File: config.mk
export PLATFORM = sky130hd
export DESIGN_NAME = rom_seq_player
export DESIGN_NICKNAME = d
export VERILOG_FILES = /design/src/rtl/rom_seq_player.sv
export SDC_FILE = /design/constraint.sdc
export NUM_CORES = 1
export LEC_CHECK = 0
export BUFFER_PORTS_ARGS = -buffer_cell sky130_fd_sc_hd__buf_4
export CAP_MARGIN = 20
export CORE_UTILIZATION = 45
export DETAILED_ROUTE_END_ITERATION = 6
export PLACE_DENSITY = 0.66
export SYNTH_ARGS = -nofsm -noshare
export SYNTH_HDL_FRONTEND = slang
export SYNTH_SLANG_ARGS = --single-unit
File: constraint.sdc
create_clock -name clk -period 2.6 [get_ports clk]
set_clock_uncertainty 0.15 [all_clocks]
set_input_delay 0.26 -clock clk [delete_from_list [all_inputs] [get_ports clk]]
set_output_delay 0.26 -clock clk [all_outputs]
set_load 0.01 [all_outputs]
File: src/rtl/rom_seq_player.sv
// rom_seq_player: walks the servo-pattern ROM through M entries, one entry every DIV clocks,
// presenting each as a held pos sample with a pos_valid strobe. Optional: ROM_SEQ_PINGPONG_EN.
module rom_seq_player #(
  parameter int M   = 64,
  parameter int DIV = 240000
) (
  input  logic       clk,
  input  logic       rstn,
  input  logic       start,
  input  logic       stop,
  input  logic       loop,
  input  logic [7:0] rom_data,
  output logic [7:0] adress,
  output logic [7:0] pos,
  output logic       pos_valid,
  output logic       busy,
  output logic       done,
  output logic [1:0] dbg_state
);

  localparam int             TW     = $clog2(DIV);
  localparam logic [7:0]     LAST   = 8'(M - 1);
  localparam logic [TW-1:0]  RELOAD = TW'(DIV - 2);

  typedef enum logic [1:0] {
    S_IDLE  = 2'd0,
    S_FETCH = 2'd1,
    S_HOLD  = 2'd2
  } state_t;

  // pos_valid and done are single-cycle strobes with no backpressure: the PWM stage must
  // take pos in the cycle pos_valid is high; pos itself stays valid until the next strobe.
  state_t          state_q, state_d;
  logic [7:0]      adress_q, adress_d;
  logic [7:0]      pos_q, pos_d;
  logic [TW-1:0]   timer_q, timer_d;
  logic            pos_valid_q, pos_valid_d;
  logic            busy_q, busy_d;
  logic            done_q, done_d;
  logic            end_play;
`ifdef ROM_SEQ_PINGPONG_EN
  logic            dir_down_q, dir_down_d;
`endif

  always_ff @(posedge clk or negedge rstn) begin
    if (!rstn) begin
      state_q     <= S_IDLE;
      adress_q    <= '0;
      pos_q       <= '0;
      timer_q     <= '0;
      pos_valid_q <= 1'b0;
      busy_q      <= 1'b0;
      done_q      <= 1'b0;
`ifdef ROM_SEQ_PINGPONG_EN
      dir_down_q  <= 1'b0;
`endif
    end else begin
      state_q     <= state_d;
      adress_q    <= adress_d;
      pos_q       <= pos_d;
      timer_q     <= timer_d;
      pos_valid_q <= pos_valid_d;
      busy_q      <= busy_d;
      done_q      <= done_d;
`ifdef ROM_SEQ_PINGPONG_EN
      dir_down_q  <= dir_down_d;
`endif
    end
  end

  always_comb begin
    state_d     = state_q;
    adress_d    = adress_q;
    pos_d       = pos_q;
    timer_d     = timer_q;
    pos_valid_d = 1'b0;
    done_d      = 1'b0;
    end_play    = 1'b0;
`ifdef ROM_SEQ_PINGPONG_EN
    dir_down_d  = dir_down_q;
`endif
    case (state_q)
      S_IDLE: begin
        adress_d = '0;
        if (start && !stop) begin
          state_d = S_FETCH;
        end
      end
      // The ROM latches adress on the falling edge inside this cycle.
      S_FETCH: begin
        if (stop) begin
          state_d  = S_IDLE;
          adress_d = '0;
`ifdef ROM_SEQ_PINGPONG_EN
          dir_down_d = 1'b0;
`endif
        end else begin
          pos_d       = rom_data;
          pos_valid_d = 1'b1;
          timer_d     = RELOAD;
          state_d     = S_HOLD;
        end
      end
      S_HOLD: begin
        if (stop) begin
          state_d  = S_IDLE;
          adress_d = '0;
`ifdef ROM_SEQ_PINGPONG_EN
          dir_down_d = 1'b0;
`endif
        end else if (timer_q != '0) begin
          timer_d = timer_q - 1'b1;
        end else begin
          state_d = S_FETCH;
`ifdef ROM_SEQ_PINGPONG_EN
          if (!dir_down_q) begin
            if (adress_q != LAST) begin
              adress_d = adress_q + 8'd1;
            end else if (!loop) begin
              end_play = 1'b1;
            end else if (M == 1) begin
              adress_d = '0;
            end else begin
              dir_down_d = 1'b1;
              adress_d   = LAST - 8'd1;
            end
          end else begin
            if (adress_q != '0) begin
              adress_d = adress_q - 8'd1;
            end else if (!loop) begin
              end_play = 1'b1;
            end else begin
              dir_down_d = 1'b0;
              adress_d   = 8'd1;
            end
          end
`else
          if (adress_q != LAST) begin
            adress_d = adress_q + 8'd1;
          end else if (loop) begin
            adress_d = '0;
          end else begin
            end_play = 1'b1;
          end
`endif
          if (end_play) begin
            state_d  = S_IDLE;
            adress_d = '0;
            done_d   = 1'b1;
`ifdef ROM_SEQ_PINGPONG_EN
            dir_down_d = 1'b0;
`endif
          end
        end
      end
      default: begin
        state_d  = S_IDLE;
        adress_d = '0;
      end
    endcase
    busy_d = (state_d != S_IDLE);
  end

  assign adress    = adress_q;
  assign pos       = pos_q;
  assign pos_valid = pos_valid_q;
  assign busy      = busy_q;
  assign done      = done_q;
  assign dbg_state = state_q;

endmodule

==> results.cfg <==
[timing]
slew_viol_final = 0
worst_pin_slew_ns = 0.551
slew-limit-headroom = 0.631
hold_viol = 0
tns_ns = 0
fin_crit_sh = 0.990
finalCriticalPeriod_ns = 2.57
rsz0062_at_grt = yes
setup_viol = 0
fmax_mhz = 389

[floorplan]
die_x_um = 69.8
die_y_um = 69.8
rows = 24
io_pins = 34
die-area_um2 = 4870
core_area_um2 = 4380
start_util = 0.472

[drt]
detail_route.vias_per_cell = 5.64
drc = 0
drt_first_pass_iters = 4
wl_mm = 4.88
num_vias = 1851
drt-initial-drc-count = 109
post_drt_wl_per_cell_um = 14.9
ant_nets = 0

[clock_network]
clock_latency_ns = 0.29
cts_setup_buffers = 0
cts_sinks = 39
htreeDepth = 2
cts.clk_slew.worst_paths_ns = 0.07
cts_buffers = 5
root_buffer = clkbuf_8
clockBufferDepth = 2
cts_tree = done

[synthesis]
netlist_instances = 230
seq_area_frac_synth = 0.472
synth_cell_types = 43
synth-edff-count = 0
yosysWarnings = 0
syn_nets = 245
synth_top_flop_cell = dfrtp_1
syn_area_per_cell_um2 = 8.99
ys_ff_latch = 39
async_flop_share = 1.00
synth_area_um2 = 2070

[worst_setup_path]
path_delay_family = simple AND/OR/NAND/NOR gates
cp-start-kind = input pin
crit_fanout = 7
rr_worst_depth = 4
r2r_end = timer_q[9]
cpMostUsedCell = or4_1
crit_chain = dlygate4sd3_1 -> buf_4 -> or3b_1 -> or4_1 -> or4_1 -> a21oi_1
rr_startpoint = timer_q[7]
critPathCaptureType = flop
crit_required_ns = 2.67
r2r_slack_ns = 0.07
crit_type = in -> reg
crit_path_max_incr_delay_ns = 0.65
path_buf_inv = 2
crit_arrival_ns = 2.64
slowest_stage = or4_1

[finish]
final_core_utilization = 0.593
fin_nets = 290
drive_gt1_frac = 0.203
regArea_um2 = 976
layout_commonest_cell = nand2_1
antenna_cells = 0
area_growth_syn_to_layout_pct = 25.7
layout_common_cells = nand2_1 (42), buf_4 (41), dfrtp_1 (39), nor2_1 (14), o21ai_0 (12)
fillers = 402
multiInputGateArea_um2 = 1020
final_area_um2 = 2600

[power]
p_leak_nw = 1.11
peakVddDrop_uv = 420
power_density_nw_per_um2 = 550

[grt]
grt_max_degree = 40
met3_usage = 0.0436
grt_antenna_before_repair = 0
grt_usage = 0.222
busiest_layer = met2
grt_overflow = 0
grt_pass1_wl_mm = 8.54
first_global_vias = 1742
use_met1 = 0.319
gr-usage-met2 = 0.325

[place]
place_area_um2 = 2380
gp_congestion = 0.832
dp.final_hpwl_mm = 3.33
numPortBuffers = 33

[min_path]
min_to = dbg_state[0]
holdCritStartpoint = start
min_path_cells = 3
hp-class = in -> reg

[status]
status = complete, no violations

[flow_run]
drv_cap = 0
==> cell families after synthesis <==
| group | synth area share |
|---|---|
| buf+inv | 0.0393 |
| flops | 0.472 |
| compound gates | 0.119 |
| mux | 0.0436 |
| simple gates | 0.314 |
| fa+ha+maj | 0.0121 |
==> per-layer routing <==
metal / wire, um / part of all wire
met1: 2360 / 0.48
met4: 89 / 0.018
met5: 0 / 0
met2: 2190 / 0.45
met3: 237 / 0.049
==> sequential cells by signal (all words and copies together) (netlist names) <==
name	count
timer_q	18
adress	8
pos	8
dbg_state	2
busy	1
done	1
pos_valid	1
==> stage by stage <==
| step | hold slack [ns] | worst slack (ns) | total power [mW] | cells |
|---|---|---|---|---|
| 2_1_floorplan | -0.186 | 0.233 | 0.855 | 230 |
| 3_3_place_gp | 0.117 | 0.147 | 0.969 | 309 |
| 3_5_place_dp | 0.118 | 0.110 | 0.977 | 309 |
| 4_1_cts | 0.0685 | 0.0617 | 1.45 | 328 |
| 5_1_grt | 0.0952 | -0.0338 | 1.50 | 328 |
| 6_report | 0.0804 | 0.0269 | 1.43 | 328 |
==> worst reg2reg max path: stages (launching register included) <==
cell	delay, ns
dfrtp_1	0.42
or4_1	0.66
or4_1	0.64
or4_1	0.44
a21oi_1	0.15
==> final cells by class <==
| type | instances | area share |
|---|---|---|
| Clock buffer | 8 | 0.0385 |
| Inverter | 6 | 0.00867 |
| Multi-Input combinational cell | 171 | 0.391 |
| Sequential cell | 39 | 0.376 |
| Tap cell | 52 | 0.0250 |
| Timing Repair Buffer | 52 | 0.161 |
==> timing repair <==
action / 4_1_cts / 5_1_grt
setup endpoints to repair: 0 / 5
endpoints found under the hold margin: 49 / 0
resized for setup: 0 / 1
hold buffers: 11 / 0
==> worst max-delay path by stage <==
stage / slack [ns] / end / depth (start not counted) / start
6_report: 0.03 / timer_q[9] / 6 / stop
5_1_grt: -0.03 / timer_q[16] / 6 / stop
4_1_cts: 0.06 / timer_q[15] / 6 / stop
3_5_place_dp: 0.11 / timer_q[15] / 4 / timer_q[6]
3_3_place_gp: 0.15 / timer_q[15] / 4 / timer_q[6]
2_1_floorplan: 0.23 / timer_q[15] / 6 / timer_q[6]
==> cells in the mapped netlist, types with 5 or more instances <==
| library cell | instances | area, um^2 |
|---|---|---|
| o21ai_0 | 12 | 60.1 |
| or3_1 | 5 | 31.3 |
| inv_1 | 6 | 22.5 |
| nor3_1 | 8 | 40.0 |
| nand2_1 | 42 | 158 |
| or4_1 | 10 | 75.1 |
| nand4_1 | 5 | 31.3 |
| nor4_1 | 8 | 50.1 |
| nand3_1 | 10 | 50.1 |
| nor2_1 | 14 | 52.6 |
| mux2i_1 | 9 | 90.1 |
| clkbuf_1 | 8 | 30.0 |
| o31ai_1 | 6 | 45.0 |
| dfrtp_1 | 39 | 976 |
==> power breakdown <==
part	internal (mW)	switching (mW)	total, mW
Combinational	0.128	0.122	0.250
Sequential	0.672	0.0541	0.727
Clock	0.242	0.211	0.453
Total	1.04	0.387	1.43
Power figures use the tool's default switching activity.
